$ cat src/rtl/mips_pkg.sv
// Shared types and constants for the MIPS pipeline front end.
package mips_pkg;

    localparam logic [31:0] NOP_INST = 32'h0000_0000;
    localparam logic [31:0] PC_STEP  = 32'd4;

    typedef struct packed {
        logic [31:0] inst;
        logic [31:0] pc4;
    } fetch_entry_t;

    typedef enum logic {
        ST_RESET = 1'b0,
        ST_RUN   = 1'b1
    } fetch_state_t;

endpackage

$ cat src/rtl/fetch_fifo.sv
// Synchronous FIFO with clear; clear wins over push and pop in the same cycle.
module fetch_fifo #(
    parameter int DEPTH = 2,
    parameter int WIDTH = 64
) (
    input  logic                           clk,
    input  logic                           rst,
    input  logic                           push,
    input  logic [WIDTH-1:0]               wdata,
    input  logic                           pop,
    input  logic                           clear,
    output logic [WIDTH-1:0]               rdata,
    output logic                           full,
    output logic                           empty,
    output logic [$clog2(DEPTH+1)-1:0]     count
);
    localparam int PW = (DEPTH > 1) ? $clog2(DEPTH) : 1;
    localparam int CW = $clog2(DEPTH + 1);

    logic [WIDTH-1:0] mem [DEPTH];
    logic [PW-1:0]    rd_ptr;
    logic [PW-1:0]    wr_ptr;
    logic [CW-1:0]    cnt;
    logic             do_push;
    logic             do_pop;

    // Depth need not be a power of two, so pointers wrap explicitly.
    function automatic logic [PW-1:0] next_ptr(input logic [PW-1:0] p);
        return (p == PW'(DEPTH - 1)) ? '0 : p + PW'(1);
    endfunction

    assign empty   = (cnt == '0);
    assign full    = (cnt == CW'(DEPTH));
    assign count   = cnt;
    assign rdata   = mem[rd_ptr];
    assign do_pop  = pop && !empty;
    assign do_push = push && (!full || do_pop);

    always_ff @(posedge clk) begin
        if (rst || clear) begin
            rd_ptr <= '0;
            wr_ptr <= '0;
            cnt    <= '0;
        end else begin
            if (do_push) wr_ptr <= next_ptr(wr_ptr);
            if (do_pop)  rd_ptr <= next_ptr(rd_ptr);
            cnt <= cnt + CW'(do_push) - CW'(do_pop);
        end
    end

    always_ff @(posedge clk) begin
        if (do_push) mem[wr_ptr] <= wdata;
    end

endmodule

$ cat src/rtl/if_fetch_unit.sv
// Instruction fetch stage: owns the PC, issues in-order imem requests and
// buffers returned words so a stalled IF/ID never loses an instruction.
//
// state    | meaning
// ST_RESET | held in reset, no requests, buffer empty
// ST_RUN   | fetching; stalls and redirects are handled without extra states
module if_fetch_unit
    import mips_pkg::*;
#(
    parameter logic [31:0] RESET_PC  = 32'h0000_0000,
    parameter int          BUF_DEPTH = 2
) (
    input  logic        clk,
    input  logic        rst,
    input  logic        en_i,
    input  logic        redirect_i,
    input  logic [31:0] redirect_pc_i,
    output logic        imem_req_o,
    output logic [31:0] imem_addr_o,
    input  logic        imem_gnt_i,
    input  logic        imem_rvalid_i,
    input  logic [31:0] imem_rdata_i,
    output logic        inst_valid_o,
    output logic [31:0] inst_o,
    output logic [31:0] pc_o
);
    localparam int CW = $clog2(BUF_DEPTH + 1);

    fetch_state_t  state_q, state_d;
    logic [31:0]   fetch_pc_q;
    logic [31:0]   resp_pc_q;
    logic [31:0]   redirect_pc;
    logic [CW-1:0] outstanding_q;
    logic [CW-1:0] discard_q;
    logic [CW-1:0] fifo_count;
    logic [CW:0]   credit_used;
    logic          fifo_full, fifo_empty, fifo_push, fifo_pop;
    logic          req_fire;
    fetch_entry_t  push_entry, head_entry;
    logic          unused_ok;

    always_ff @(posedge clk) begin
        if (rst) state_q <= ST_RESET;
        else     state_q <= state_d;
    end

    always_comb begin
        state_d = state_q;
        case (state_q)
            ST_RESET: state_d = ST_RUN;
            ST_RUN:   state_d = ST_RUN;
            default:  state_d = ST_RESET;
        endcase
    end

    // Credit uses only registered occupancy, keeping en_i off the request path.
    assign credit_used = {1'b0, outstanding_q} + {1'b0, fifo_count};
    assign imem_req_o  = !rst && !redirect_i && (credit_used < (CW+1)'(BUF_DEPTH));
    assign imem_addr_o = fetch_pc_q;
    assign req_fire    = imem_req_o && imem_gnt_i;
    assign redirect_pc = {redirect_pc_i[31:2], 2'b00};

    assign fifo_push  = imem_rvalid_i && !redirect_i && (discard_q == '0);
    assign fifo_pop   = !fifo_empty && en_i && !redirect_i;
    assign push_entry = '{inst: imem_rdata_i, pc4: resp_pc_q + PC_STEP};

    always_ff @(posedge clk) begin
        if (rst) begin
            fetch_pc_q    <= RESET_PC;
            resp_pc_q     <= RESET_PC;
            outstanding_q <= '0;
            discard_q     <= '0;
        end else begin
            outstanding_q <= outstanding_q + CW'(req_fire) - CW'(imem_rvalid_i);
            if (redirect_i) begin
                fetch_pc_q <= redirect_pc;
                resp_pc_q  <= redirect_pc;
                discard_q  <= outstanding_q - CW'(imem_rvalid_i);
            end else begin
                if (req_fire) fetch_pc_q <= fetch_pc_q + PC_STEP;
                // Dropped responses do not advance the response PC.
                if (imem_rvalid_i) begin
                    if (discard_q != '0) discard_q <= discard_q - CW'(1);
                    else                 resp_pc_q <= resp_pc_q + PC_STEP;
                end
            end
        end
    end

    fetch_fifo #(
        .DEPTH (BUF_DEPTH),
        .WIDTH ($bits(fetch_entry_t))
    ) u_fetch_fifo (
        .clk   (clk),
        .rst   (rst),
        .push  (fifo_push),
        .wdata (push_entry),
        .pop   (fifo_pop),
        .clear (redirect_i),
        .rdata (head_entry),
        .full  (fifo_full),
        .empty (fifo_empty),
        .count (fifo_count)
    );

    assign inst_valid_o = !fifo_empty;
    assign inst_o       = fifo_empty ? NOP_INST : head_entry.inst;
    assign pc_o         = fifo_empty ? 32'h0    : head_entry.pc4;

    assign unused_ok = ^{redirect_pc_i[1:0], fifo_full};

endmodule

$ cat config.mk
export PLATFORM = sky130hd
export DESIGN_NAME = if_fetch_unit
export DESIGN_NICKNAME = d
export VERILOG_FILES = /design/src/rtl/mips_pkg.sv /design/src/rtl/fetch_fifo.sv /design/src/rtl/if_fetch_unit.sv
export SDC_FILE = /design/constraint.sdc
export NUM_CORES = 1
export LEC_CHECK = 0
export BUFFER_PORTS_ARGS = -buffer_cell sky130_fd_sc_hd__buf_2
export CORE_MARGIN = 2
export CORE_UTILIZATION = 50
export CTS_CLUSTER_DIAMETER = 150
export DETAILED_ROUTE_END_ITERATION = 16
export GPL_TIMING_DRIVEN = 0
export PLACE_DENSITY_LB_ADDON = 0.12
export SLEW_MARGIN = 30
export SYNTH_ARGS = -nofsm -noshare
export SYNTH_HDL_FRONTEND = slang
export SYNTH_SLANG_ARGS = --single-unit
$ cat constraint.sdc
create_clock -name clk -period 7.3 [get_ports clk]
set_input_delay 0.365 -clock clk [delete_from_list [all_inputs] [get_ports clk]]
set_output_delay 0.365 -clock clk [all_outputs]
set_load 0.05 [all_outputs]
==> results of run 1 <==
==> layout make-up <==
cell class | instances | area (um^2) | area share
well taps | 225 | 282 | 0.0262
clock buffers | 17 | 425 | 0.0396
repair buffers | 168 | 885 | 0.0823
clock inverters | 15 | 154 | 0.0143
plain buffers | 53 | 273 | 0.0254
flip-flops and latches | 193 | 5100 | 0.475
multi-input cells | 513 | 3460 | 0.322
inverters | 44 | 165 | 0.0154
==> state kept, by name, indices dropped and copies added, names as in the netlist, named ones only <==
signal,cells
discard_q,2
imem_addr_o,30
outstanding_q,2
resp_pc_q,30
u_fetch_fifo.count,2
u_fetch_fifo.mem,124
u_fetch_fifo.rd_ptr,1
u_fetch_fifo.wr_ptr,1
==> placed cells by master, fill, tap and decap left out, types with 30 or more instances in the layout <==
master	instances
sky130_fd_sc_hd__nor2_1	93
sky130_fd_sc_hd__mux2i_1	62
sky130_fd_sc_hd__inv_1	44
sky130_fd_sc_hd__nand2_1	31
sky130_fd_sc_hd__edfxtp_1	124
sky130_fd_sc_hd__a21oi_1	30
sky130_fd_sc_hd__clkbuf_1	32
sky130_fd_sc_hd__a21boi_0	41
sky130_fd_sc_hd__buf_2	166
sky130_fd_sc_hd__dfxtp_1	69
sky130_fd_sc_hd__xnor2_1	46
sky130_fd_sc_hd__xor2_1	36
==> per-stage QoR <==
stage	power [uW]	area, um^2	worst slack (ns)	std cells
6_report	2490	10700	3.83	1228
5_1_grt	2580	10700	3.56	1228
4_1_cts	2510	10700	3.85	1228
3_5_place_dp	1610	10200	3.88	1196
3_3_place_gp	1600	10100	0.465	1188
2_1_floorplan	1510	8980	2.45	803
==> routing by layer <==
layer  wire, um  vias up
li1           -     3221
met1       9100     2922
met2       9010      235
met3       1400       23
met4        299        0
met5          0        -
==> cells by family after synthesis <==
kind of cell | after synthesis
flip-flops | 193
multiplexers | 62
XOR/XNOR | 82
other | 1
AO/OA/AOI/OAI | 104
AND/OR/NAND/NOR | 252
buffers and inverters | 97
adder cells (fa/ha/maj) | 9
==> power by group through the flow <==
stage / sequential, uW / clock, uW / combinational [uW]
3_5_place_dp: 1280 / 0 / 327
2_1_floorplan: 1320 / 0 / 190
6_report: 1260 / 908 / 327
3_3_place_gp: 1280 / 0 / 316
5_1_grt: 1260 / 965 / 355
4_1_cts: 1260 / 922 / 329
==> worst register-to-register path: stages, from the launching register on <==
cell	delay, ns
sky130_fd_sc_hd__dfxtp_1	0.37
sky130_fd_sc_hd__inv_1	0.09
sky130_fd_sc_hd__nor2_1	0.12
sky130_fd_sc_hd__fa_1	0.48
sky130_fd_sc_hd__or3b_2	0.49
sky130_fd_sc_hd__clkbuf_1	0.18
sky130_fd_sc_hd__nor2_2	0.37
sky130_fd_sc_hd__inv_1	0.18
sky130_fd_sc_hd__clkbuf_1	0.30
sky130_fd_sc_hd__ha_1	0.36
sky130_fd_sc_hd__inv_1	0.04
sky130_fd_sc_hd__ha_1	0.18
sky130_fd_sc_hd__xnor2_1	0.15
sky130_fd_sc_hd__nor2_1	0.05
==> final timing paths <==
check                                  to  slack, ns
hold / removal    u_fetch_fifo.mem[1][44]       0.12
hold reg to reg       u_fetch_fifo.rd_ptr       0.51
setup / recovery         outstanding_q[1]       3.83
setup reg to reg         outstanding_q[1]       3.83
==> run summary, run 1 <==
The worst-path maximum fanout works out to 10. For the pin with the worst max-slew slack, the measured transition is 0.875 ns. The cell type of the slowest stage on the worst timing path is sky130_fd_sc_hd__or3b_2.

By count the netlist is led by sky130_fd_sc_hd__edfxtp_1 (124), sky130_fd_sc_hd__nor2_1 (94), sky130_fd_sc_hd__dfxtp_1 (69). The final hold violation count was 0. The largest clock skew in the final design is 0.0117 ns, and the share of cells above drive strength 1 is 0.228.

Counting flops with a built-in enable in the synthesized netlist gives 124. The dominant delay contributor by cell family on the critical path is simple AND/OR/NAND/NOR gates. The final sum of negative setup slack came out at 0 ns. In this run the most critical hold path is launched from imem_rdata_i[12]. Setup repair after global routing left no endpoint under its margin. In this run, synthesis produced a sequential element count of 193. The CTS buffer count is 17.

The power density relative to cell area is 232 nW/um^2, and the share of the synthesized area in compound gates (AO/OA/AOI/OAI) is 0.0790. The die extent in y works out to 138 um. The layer flagged by global routing as most heavily used is met2. For the via count, the log shows 6401. The run finished with clean final reports. Buffers added to address setup during post-CTS repair amount to 0. For the leakage power summed over all cells, the log shows 0.00407 uW. Buffers inserted to repair hold after CTS numbered 0. The via count of the first global-routing pass was 6003.

The clock drives 193 sinks. The run gives 0.411 as the worst slew slack as a fraction of its limit. The classification of the worst-slack hold path was primary input to flip-flop.

The run gives 0.364 as the relative contribution of the clock network to total power. In this run the worst setup path begins at u_fetch_fifo.count[0]. The proportion of synthesized flip-flops having asynchronous set or reset is 0. For the logic gate share of total power, the log shows 0.131. In this design, the stage delay of the slowest critical-path cell is 0.49 ns. The worst supply voltage drop on vdd is 0.169 mV, and the smallest hold slack is 0.116 ns. The tools report the highest attainable clock frequency as 288 MHz.

The count of final setup violators is 0. The detail route stage leaves a number of antenna-violating nets equal to 0. For the number of remaining DRC errors, the log shows 0.

The H-tree was split into 4 levels. The cell chosen for the clock root was sky130_fd_sc_hd__clkbuf_16. The worst setup path is of the flip-flop to flip-flop kind. Global routing usage on met1: 0.289. The biggest area contributor in the post-synthesis netlist is sky130_fd_sc_hd__edfxtp_1.

The top-area cell type share of the netlist area is 0.415. The overflow left after global routing came out at 0. After layout, the minimum clock period comes to 3.47 ns. The tools report the part of the Yosys area used for sequential elements as 0.570. The average instance in the mapped netlist occupies 11.2 um^2. For the worst flop-to-flop path, the logic depth is 13. The run gives 1800 uW as the internal power summed over all cells. The routed via count divided by cell count came out at 5.21.

The tools report the number of cells produced by synthesis as 800. Main combinational cell family by area after synthesis: simple AND/OR/NAND/NOR gates. Fill cells in the final layout number 1500. The global routing usage on met3 is 0.0486, and the xor and xnor area share after synthesis is 0.0801. The cell that appears most often on the critical path is sky130_fd_sc_hd__inv_1.

The net switching component of the power came out at 688 uW. The tools report the number of antenna violations at the first check in global routing as 0. The data arrival at the endpoint of the critical path is 3.78 ns. The tools report the kind of start point of the critical path as a flip-flop. The core footprint is 17400 um^2, and the simple-gate area share of the yosys netlist is 0.139. The most common cell in the synthesized netlist is sky130_fd_sc_hd__edfxtp_1. For this run, the number of Yosys warnings is 0. TritonCTS built the clock tree. Final antenna diode count: 0.

The switching power as a share of total power is 0.276, and the largest buffer count on any clock path is 2. Sorting the synthesized cells by area gives the leading types as sky130_fd_sc_hd__edfxtp_1 (42%), sky130_fd_sc_hd__dfxtp_1 (15%), sky130_fd_sc_hd__mux2i_1 (6.9%), sky130_fd_sc_hd__xnor2_1 (4.5%), sky130_fd_sc_hd__nor2_1 (3.9%). The mux contribution to synthesized area was 0.0692. The clock reaches the later pin of the worst-skew pair after 0.43 ns. For the total wirelength of the detailed-routed design, the log shows 19800 um. The cell depth of the worst min-delay path is 1.

The logic depth of the worst path, buffers included was 13. The count of boundary I/O pins is 168. The max-slew violation count is 0. Number of distinct library cell variants in the gate-level netlist after synthesis: 47.

For this block, the initial DRC count from the detailed router was 312. In this run the tool buffered the top-level ports with 160 buffer cells. The global placer's final weighted congestion was 0.881; the width of the die was 138 um. Across the run, the number of max-cap violations was 0. The share of the clock period used by the worst path came out at 0.476.

The most used flip-flop cell after synthesis is sky130_fd_sc_hd__edfxtp_1. The adder and majority cell fraction of the synthesized area was 0.0134; the maximum number of pins on one net before global-route repair was 48. Counting both buffers and inverters, the worst setup path holds a total of 5.

Dividing the detail-routed wire length by the instance count gives 16.1 um. The full die area was 19000 um^2; the number of detailed-route iterations in the first pass was 4. The logs give 0.617 for the fraction of the core area covered by cells at the end of the flow and 8960 um^2 for the post-synthesis cell area. STA classifies the critical path endpoint as a flip-flop. The area growth from synthesis to layout was 19.9%; the net total in the final layout was 1069. The tools report the met2 layer usage reported by global route as 0.342.

Traced cell by cell, the critical path runs through inv_1, nor2_1, fa_1, or3b_2, clkbuf_1, nor2_2, inv_1, clkbuf_1, ha_1, inv_1, ha_1, xnor2_1, nor2_1. The worst flop-to-flop path startpoint is u_fetch_fifo.count[0]. Clock-pin slew was measured on the worst setup and hold paths at 0.07 ns. The run gives 0.214 as the total global-route track usage. The proportion of power drawn by flip-flops and latches is 0.505, and the wire length of the first global-routing pass is 30900 um.

For the placement row count, the log shows 48. The half-perimeter wire length of the detailed placement result came out at 14700 um. For the worst path required time, the log shows 7.61 ns. The number of instances resized during post-cts repair is 0.

For the initial core utilization, the log shows 0.515.
Power figures use the tool's default switching activity.
==> run 2: changes to the inputs <==
--- a/config.mk
+++ b/config.mk
@@ -5,6 +5,7 @@
 export SDC_FILE = /design/constraint.sdc
 export NUM_CORES = 1
 export LEC_CHECK = 0
+export ABC_AREA = 1
 export BUFFER_PORTS_ARGS = -buffer_cell sky130_fd_sc_hd__buf_2
 export CORE_MARGIN = 2
 export CORE_UTILIZATION = 50
==> constraint.sdc (replaced) <==
create_clock -name clk -period 3.24 [get_ports clk]
set_input_delay 0.162 -clock clk [delete_from_list [all_inputs] [get_ports clk]]
set_output_delay 0.162 -clock clk [all_outputs]
set_load 0.05 [all_outputs]
==> run summary, run 2 <==
The flow ran to the end, and the final reports show no timing, DRC or antenna violations. The logs give 0.514 for the initial core utilization and 7544 for the via count of the first global-routing pass. By area the synthesized netlist is led by sky130_fd_sc_hd__edfxtp_1 (40%), sky130_fd_sc_hd__dfxtp_1 (15%), sky130_fd_sc_hd__nand2_1 (14%), sky130_fd_sc_hd__a21oi_1 (6.8%), sky130_fd_sc_hd__inv_1 (3.7%). From synthesis to final layout, the design area changed by 23.7%. The cell area that synthesis handed to floorplanning was 9320 um^2. The worst path needs 2.45 ns of the cycle, external delays included.

Registers take 5100 um^2. TritonCTS built the clock tree. The worst setup path is launched from a flip-flop. The net count of the finished layout is 1398. In this run, synthesis inferred 124 flip-flops with an integrated enable. For the internal power summed over all cells, the log shows 4210 uW.

Once detail routing completed, the nets flagged for antenna violations numbered 0. With fillers left out, the area of the finished cells amounts to 11500 um^2. STA classifies the critical path endpoint as an output port. In this run, distinct cell masters in the synthesized netlist total 41. For the least setup slack across all paths after layout, the log shows 0.792 ns.

No sink is reached through more buffers than the 2 on the longest clock path. 0 antenna diodes ended up in the layout. The count of buffers from port buffering works out to 160. Counting flops and latches in the post-synthesis netlist gives 193. The clock reaches the later pin of the worst-skew pair after 0.43 ns. The total global-route track usage is 0.248.

The startpoint identified for the worst register-to-register timing path is discard_q[0]. The max capacitance violation total was 0; the width of the die was 141 um. The floorplan step set the die height to 141 um. The number of detailed-route iterations in the first pass came out at 7. The clock slew seen by the registers of the worst setup and hold paths came out at 0.07 ns.

The count of cells along the worst register-to-register path was 11; the proportion of synthesized flip-flops having asynchronous set or reset was 0. The maximum single-stage delay on the critical path is 0.45 ns, and the number of sinks on the clock net is 193. The cell chosen for the clock root is sky130_fd_sc_hd__clkbuf_16. The library cells used most frequently in the layout, excluding fill and tap cells, are sky130_fd_sc_hd__nand2_1 (353), sky130_fd_sc_hd__buf_2 (171), sky130_fd_sc_hd__a21oi_1 (127), sky130_fd_sc_hd__edfxtp_1 (124), sky130_fd_sc_hd__inv_1 (92). Summing all placed instances gives a cell area of 10600 um^2. The net switching component of the power is 1570 uW. The worst-path maximum fanout is 10, and the power density relative to cell area is 501 nW/um^2. The share of cells above drive strength 1 is 0.194. The run gives 472 as the number of DRC markers after the initial detailed-route iteration. The number of antenna violations at the first check in global routing came out at 0. The switching power as a share of total power is 0.271. The highest attainable clock frequency was 409 MHz. Placement row count: 49. The most common cell in the synthesized netlist is sky130_fd_sc_hd__nand2_1.

The flip-flop count of the largest register, all copies and words added came out at 124. The part of the Yosys area used for sequential elements is 0.548. Among all stages on the critical path, the largest delay is contributed by sky130_fd_sc_hd__clkbuf_1. The startpoint identified for the worst hold timing path is redirect_pc_i[14]. The run gives 19700 um^2 as the full die area. The run gives 0 as the count of final setup violators. Most common cell after layout, fill and taps aside: sky130_fd_sc_hd__nand2_1.

Share of the clock period used by the worst path: 0.756. Across all register-to-register paths, the minimum setup slack is 0.81 ns. The routed length per instance was 15.5 um. The routed design has 24200 um of wire.

Fill cells in the final layout number 1586. Prior to clock tree synthesis, the placed netlist has a worst setup slack of 0.778 ns. The commonest cells after synthesis are sky130_fd_sc_hd__nand2_1 (353), sky130_fd_sc_hd__a21oi_1 (127), sky130_fd_sc_hd__edfxtp_1 (124). Setup repair after global routing left no endpoint under its margin. The path class of the tightest hold or removal check is primary input to flip-flop. The register with the most flip-flops in the final layout is u_fetch_fifo.mem. Traced cell by cell, the critical path runs through clkbuf_1, clkbuf_1, nand2_1, a21oi_1, buf_2. The first global-routing pass estimated 38300 um of wire.

After detailed routing, the number of remaining DRC violations is 0. Gates resized during post-CTS repair numbered 0. The run gives 0.927 as the global placer's final weighted congestion. By startpoint and endpoint, the worst setup path is classified as flip-flop to output port. The routed layout has 8108 vias. In this run the standard cell core region covers 18100 um^2.

The worst hold path passes through 3 cells. The worst register-to-register path ends at u_fetch_fifo.mem[0][53]. The tools report the final hold violation count as 0. The cell repeated most along the worst path is sky130_fd_sc_hd__clkbuf_1. The cell count after synthesis came out at 1096. For the maximum number of pins on one net before global-route repair, the log shows 24. The worst slew slack as a fraction of its limit is 0.517, and the top-area cell type share of the netlist area is 0.400. Leakage power summed over all cells: 0.00482 uW.

The top cell type by total area after synthesis was sky130_fd_sc_hd__edfxtp_1. The logic gate share of total power was 0.138. For the final database, setup skew stands at 0.00724 ns. The run gives 2.29 ns as the data arrival at the endpoint of the critical path. The path with the worst hold slack has its endpoint at imem_addr_o[14].

During synthesis, Yosys emitted a total of 0 warnings. Summed over all nets, the half-perimeter wirelength after detailed placement is 17900 um. The max-slew violation count came out at 0.

The routed via count divided by cell count is 5.19, and the slew at the pin closest to its max-slew limit is 0.724 ns. Across the VDD grid, the largest voltage drop is 0.387 mV. The number of clock buffers added by TritonCTS is 17.

The clock tree synthesis step divided the H-tree into 4 levels. The smallest hold slack was 0.0142 ns. The overflow left after global routing is 0, and the count of boundary I/O pins is 168. The proportion of power drawn by flip-flops and latches was 0.491.

The top flip-flop cell by instance count after synthesis is sky130_fd_sc_hd__edfxtp_1. Mean instance size in the synthesized netlist: 8.50 um^2. The run gives 0.370 as the relative contribution of the clock network to total power. In the final layout, the multi-input gates occupy 3660 um^2. The worst path required time came out at 3.08 ns.
## run 2: cell count changes after synthesis, sizes merged, moves of 17 or more
cell    before  now
xnor2       46    5
nand2       31  364
nor4        18    0
nand3       24   50
a21boi      41    0
nor3        21    4
inv         44   98
xor2        36   13
a21oi       30  127
nand4       26    6
mux2i       62    0
o21ai        4   54
## run 2: area by class of cell
cell class,count,area share
Buffer,46,0.0185
Clock buffer,20,0.0379
Clock inverter,12,0.0135
Inverter,99,0.0322
Multi-Input combinational cell,761,0.317
Sequential cell,193,0.443
Tap cell,229,0.0249
Timing Repair Buffer,201,0.113
## run 2: cell families (layout without fill, tap and decap cells)
logic type               after synthesis  count (layout)  share of synthesized area
AO/OA/AOI/OAI                        203             203                      0.115
XOR/XNOR                              18              18                     0.0193
adder cells (fa/ha/maj)                9               9                     0.0129
buffers and inverters                145             378                     0.0627
flip-flops                           193             193                      0.548
other                                  1               4                   0.000402
AND/OR/NAND/NOR                      527             527                      0.242
## run 2: timing repair
item                       in CTS  in global routing
hold buffers                   35                  0
hold endpoints to repair       67                  0
setup endpoints to repair       0                  0
buffers inserted                0                  0
## run 2: worst max path at each step
stage                  from                       to
6_report          flip-flop                 pc_o[23]
5_1_grt        discard_q[0]  u_fetch_fifo.mem[0][19]
4_1_cts        discard_q[0]  u_fetch_fifo.mem[0][55]
3_5_place_dp   discard_q[0]  u_fetch_fifo.mem[0][59]
3_3_place_gp   discard_q[0]  u_fetch_fifo.mem[1][53]
2_1_floorplan  discard_q[0]  u_fetch_fifo.mem[1][10]
## run 2: power by group through the flow
| stage | Clock (uW) | Combinational (uW) | Sequential (uW) |
|---|---|---|---|
| floorplan | 0 | 430 | 2960 |
| global placement | 0 | 727 | 2890 |
| detailed placement | 0 | 762 | 2890 |
| CTS | 2170 | 799 | 2840 |
| global route | 2260 | 873 | 2850 |
| finish | 2140 | 800 | 2840 |
## run 2: worst max-delay path, delay by kind of cell, from the launching register on
| kind | cells | cell delay (ns) |
|---|---|---|
| compound gates | 1 | 0.24 |
| buf+inv | 3 | 1.17 |
| flops | 1 | 0.33 |
| simple gates | 1 | 0.11 |
## run 2: routing by layer
metal,routed length (um),track usage,share of wire,vias up
met5,0,0,0,-
met3,1450,0.0379,0.060,39
met1,10800,0.330,0.45,3728
met4,614,0.104,0.025,0
li1,-,-,-,4072
met2,11300,0.409,0.47,269
## run 2: stage by stage
step	power (uW)	utilization	instances	TNS [ns]
5_1_grt	5990	0.635	1561	0
6_report	5780	0.635	1561	0
2_1_floorplan	3390	-	1099	0
3_3_place_gp	3620	0.574	1488	-117.80
4_1_cts	5800	0.635	1561	0
3_5_place_dp	3650	0.583	1494	0
==> run 3: changes to the inputs <==
==> constraint.sdc (replaced) <==
create_clock -name clk -period 2.1 [get_ports clk]
set_input_delay 0.105 -clock clk [delete_from_list [all_inputs] [get_ports clk]]
set_output_delay 0.105 -clock clk [all_outputs]
set_load 0.05 [all_outputs]
==> run summary, run 3 (synthesized netlist as in run 2, its figures left out) <==
The first global-routing pass estimated 38500 um of wire. The initial core utilization came out at 0.514. The run gives 0 as the final hold violation count.

The flip-flop count of the largest register, all copies and words added is 124. Area growth from synthesis to layout: 26.5%. The library cell used most frequently in the layout, excluding fill and tap cells, is sky130_fd_sc_hd__nand2_1. The share of the clock period used by the worst path came out at 1.00. For the data arrival at the endpoint of the critical path, the log shows 2.00 ns.

Power density relative to cell area: 754 nW/um^2. Buffers inserted during clock tree synthesis total 17. Maximum number of pins on one net before global-route repair: 24. STA classifies the critical path startpoint as a primary input. The worst slew slack as a fraction of its limit was 0.538; the global placer's final weighted congestion was 0.944. The logs give 168 for the count of boundary I/O pins and 0 for the final antenna diode count. Clock slew seen by the registers of the worst setup and hold paths: 0.07 ns.

The logs give 1 for the count of final setup violators and 0 for the max capacitance violation total. The core footprint is 18100 um^2. Fraction of the core area covered by cells at the end of the flow: 0.650. The half-perimeter wire length of the detailed placement result is 17700 um, and the cell depth of the worst min-delay path is 3. The tools report the total global-route track usage as 0.251.

Counting the fill cells in the layout gives 1555. The flow ran to the end, but the final reports show violations. For the count of placed standard cells including taps, the log shows 1493.

The startpoint of the worst setup timing path was rst. In the final routed layout, each cell accounts on average for 15.6 um. For the pin with the worst max-slew slack, the measured transition is 0.693 ns. The final sum of negative setup slack was -0.00626 ns; the number of detailed-route iterations in the first pass was 7. The highest attainable clock frequency was 475 MHz. The path type of the worst setup path is primary input to output port. The final reports fail on negative setup slack. The category of the worst setup path capture point was an output port. After detailed routing, the total wire length is 24600 um.

Counting I/O delays and the setup requirement, the final critical path takes 2.11 ns. The largest clock skew in the final design came out at 0.0111 ns. The cell chosen for the clock root was sky130_fd_sc_hd__clkbuf_16.

The run gives 0.00499 ns as the smallest hold slack. The die covers 19700 um^2. For this run, design rule violations remaining after detail routing come to 0. Row generation in the floorplan step produced 49 rows. u_fetch_fifo.mem holds more flip-flops than any other register. For the leakage power summed over all cells, the log shows 0.00495 uW. The number of antenna violations at the first check in global routing is 0, and the via count is 8148. For the worst flop-to-flop path, the logic depth is 11. The logs give 486 for the number of DRC markers after the initial detailed-route iteration and 0 for the remaining number of nets flagged by the antenna check after routing. The worst hold path belongs to the class primary input to flip-flop.

Setup repair after global routing could not meet its margin everywhere. Summed over all layers, the global routing overflow is 0. Leaving out fill and tap cells, the most frequent cells in the layout are sky130_fd_sc_hd__nand2_1 (350), sky130_fd_sc_hd__buf_2 (169), sky130_fd_sc_hd__a21oi_1 (126), sky130_fd_sc_hd__edfxtp_1 (124), sky130_fd_sc_hd__inv_1 (89).

In this run the vertical extent of the chip is 141 um. The share of cells above drive strength 1 was 0.221; the width of the die was 141 um. At the end of the flow, the number of nets in the layout was 1416. Clock tree synthesis found a total of 193 sinks. The H-tree depth was 4. TritonCTS built the clock tree. Using the TritonRoute via totals, the vias-per-cell ratio works out to 5.16. The max-slew violation count is 0. The run gives 1579 as the final instance count without filler cells. The tools report the least setup slack across all paths after layout as -0.00626 ns. Across the VDD grid, the largest voltage drop is 0.657 mV. The later pin in the worst-skew pair is clocked with a latency of 0.43 ns. In this run the critical register-to-register path is launched from u_fetch_fifo.count[0]. The clock passes through at most 2 buffers. The tools report the setup slack after placement as -0.392 ns.

The worst path required time is 2.00 ns, and the via count of the first global-routing pass is 7654. In this run the worst path has a maximum fanout of 10. Input and output buffers added on the ports amount to 160. The worst hold path begins at redirect_pc_i[24].
-- run 3: changes by cell type in the layout (fill, tap and decap cells not counted), moves of 4 or more --
cell                            previous run  this run
sky130_fd_sc_hd__clkbuf_2                  0        11
sky130_fd_sc_hd__dfxtp_1                  69        65
sky130_fd_sc_hd__buf_4                     5        11
sky130_fd_sc_hd__clkbuf_1                 28        12
sky130_fd_sc_hd__dlygate4sd3_1            35        48
sky130_fd_sc_hd__inv_6                     2         6
-- run 3: cell type report --
type                       count  area [um^2]  share of cell area
tap                          229          287              0.0243
timing repair buffer         221         1490               0.126
multi-input combinational    762         3720               0.316
inverter                      99          374              0.0317
sequential                   193         5110               0.434
buffer                        43          218              0.0185
clock inverter                15          164              0.0139
clock buffer                  17          425              0.0361
-- run 3: per-stage QoR --
stage                     total power (uW)  instance area [um^2]
final                                 8890                 11800
after CTS                             8910                 11700
after global routing                  9230                 11800
after global placement                5590                 10500
after floorplan                       5240                  9370
after detailed placement              5650                 10600
-- run 3: routing by layer --
metal / wire, um / GRT usage
met1: 11100 / 0.340
met2: 11500 / 0.419
met3: 1360 / 0.0359
met4: 557 / 0.0811
met5: 0 / 0
-- run 3: critical path, stage by stage --
cell                            delay, ns
sky130_fd_sc_hd__dlygate4sd3_1       0.55
sky130_fd_sc_hd__buf_6               0.16
sky130_fd_sc_hd__nor2_4              0.24
sky130_fd_sc_hd__clkbuf_1            0.49
sky130_fd_sc_hd__nand3_1             0.13
sky130_fd_sc_hd__inv_1               0.07
sky130_fd_sc_hd__buf_2               0.25
-- run 3: final timing paths --
kind / slack, ns / end
worst max-delay path: -0.006 / imem_req_o
worst min register to register: 0.50 / u_fetch_fifo.rd_ptr
worst max register to register: 0.06 / outstanding_q[1]
worst min-delay path: 0.005 / imem_addr_o[24]
-- run 3: power breakdown --
group | internal (uW) | switching (uW) | total, uW
combinational | 416 | 875 | 1290
clock | 1690 | 1520 | 3210
sequential | 4240 | 147 | 4380
total | 6340 | 2540 | 8890
-- run 3: timing repair --
item,CTS,global route
cloned,1,2
resized for setup,16,14
buffers inserted,4,3
hold buffers,48,0
endpoints found under the setup margin,147,82
pin swaps,3,8
hold endpoints to repair,86,0
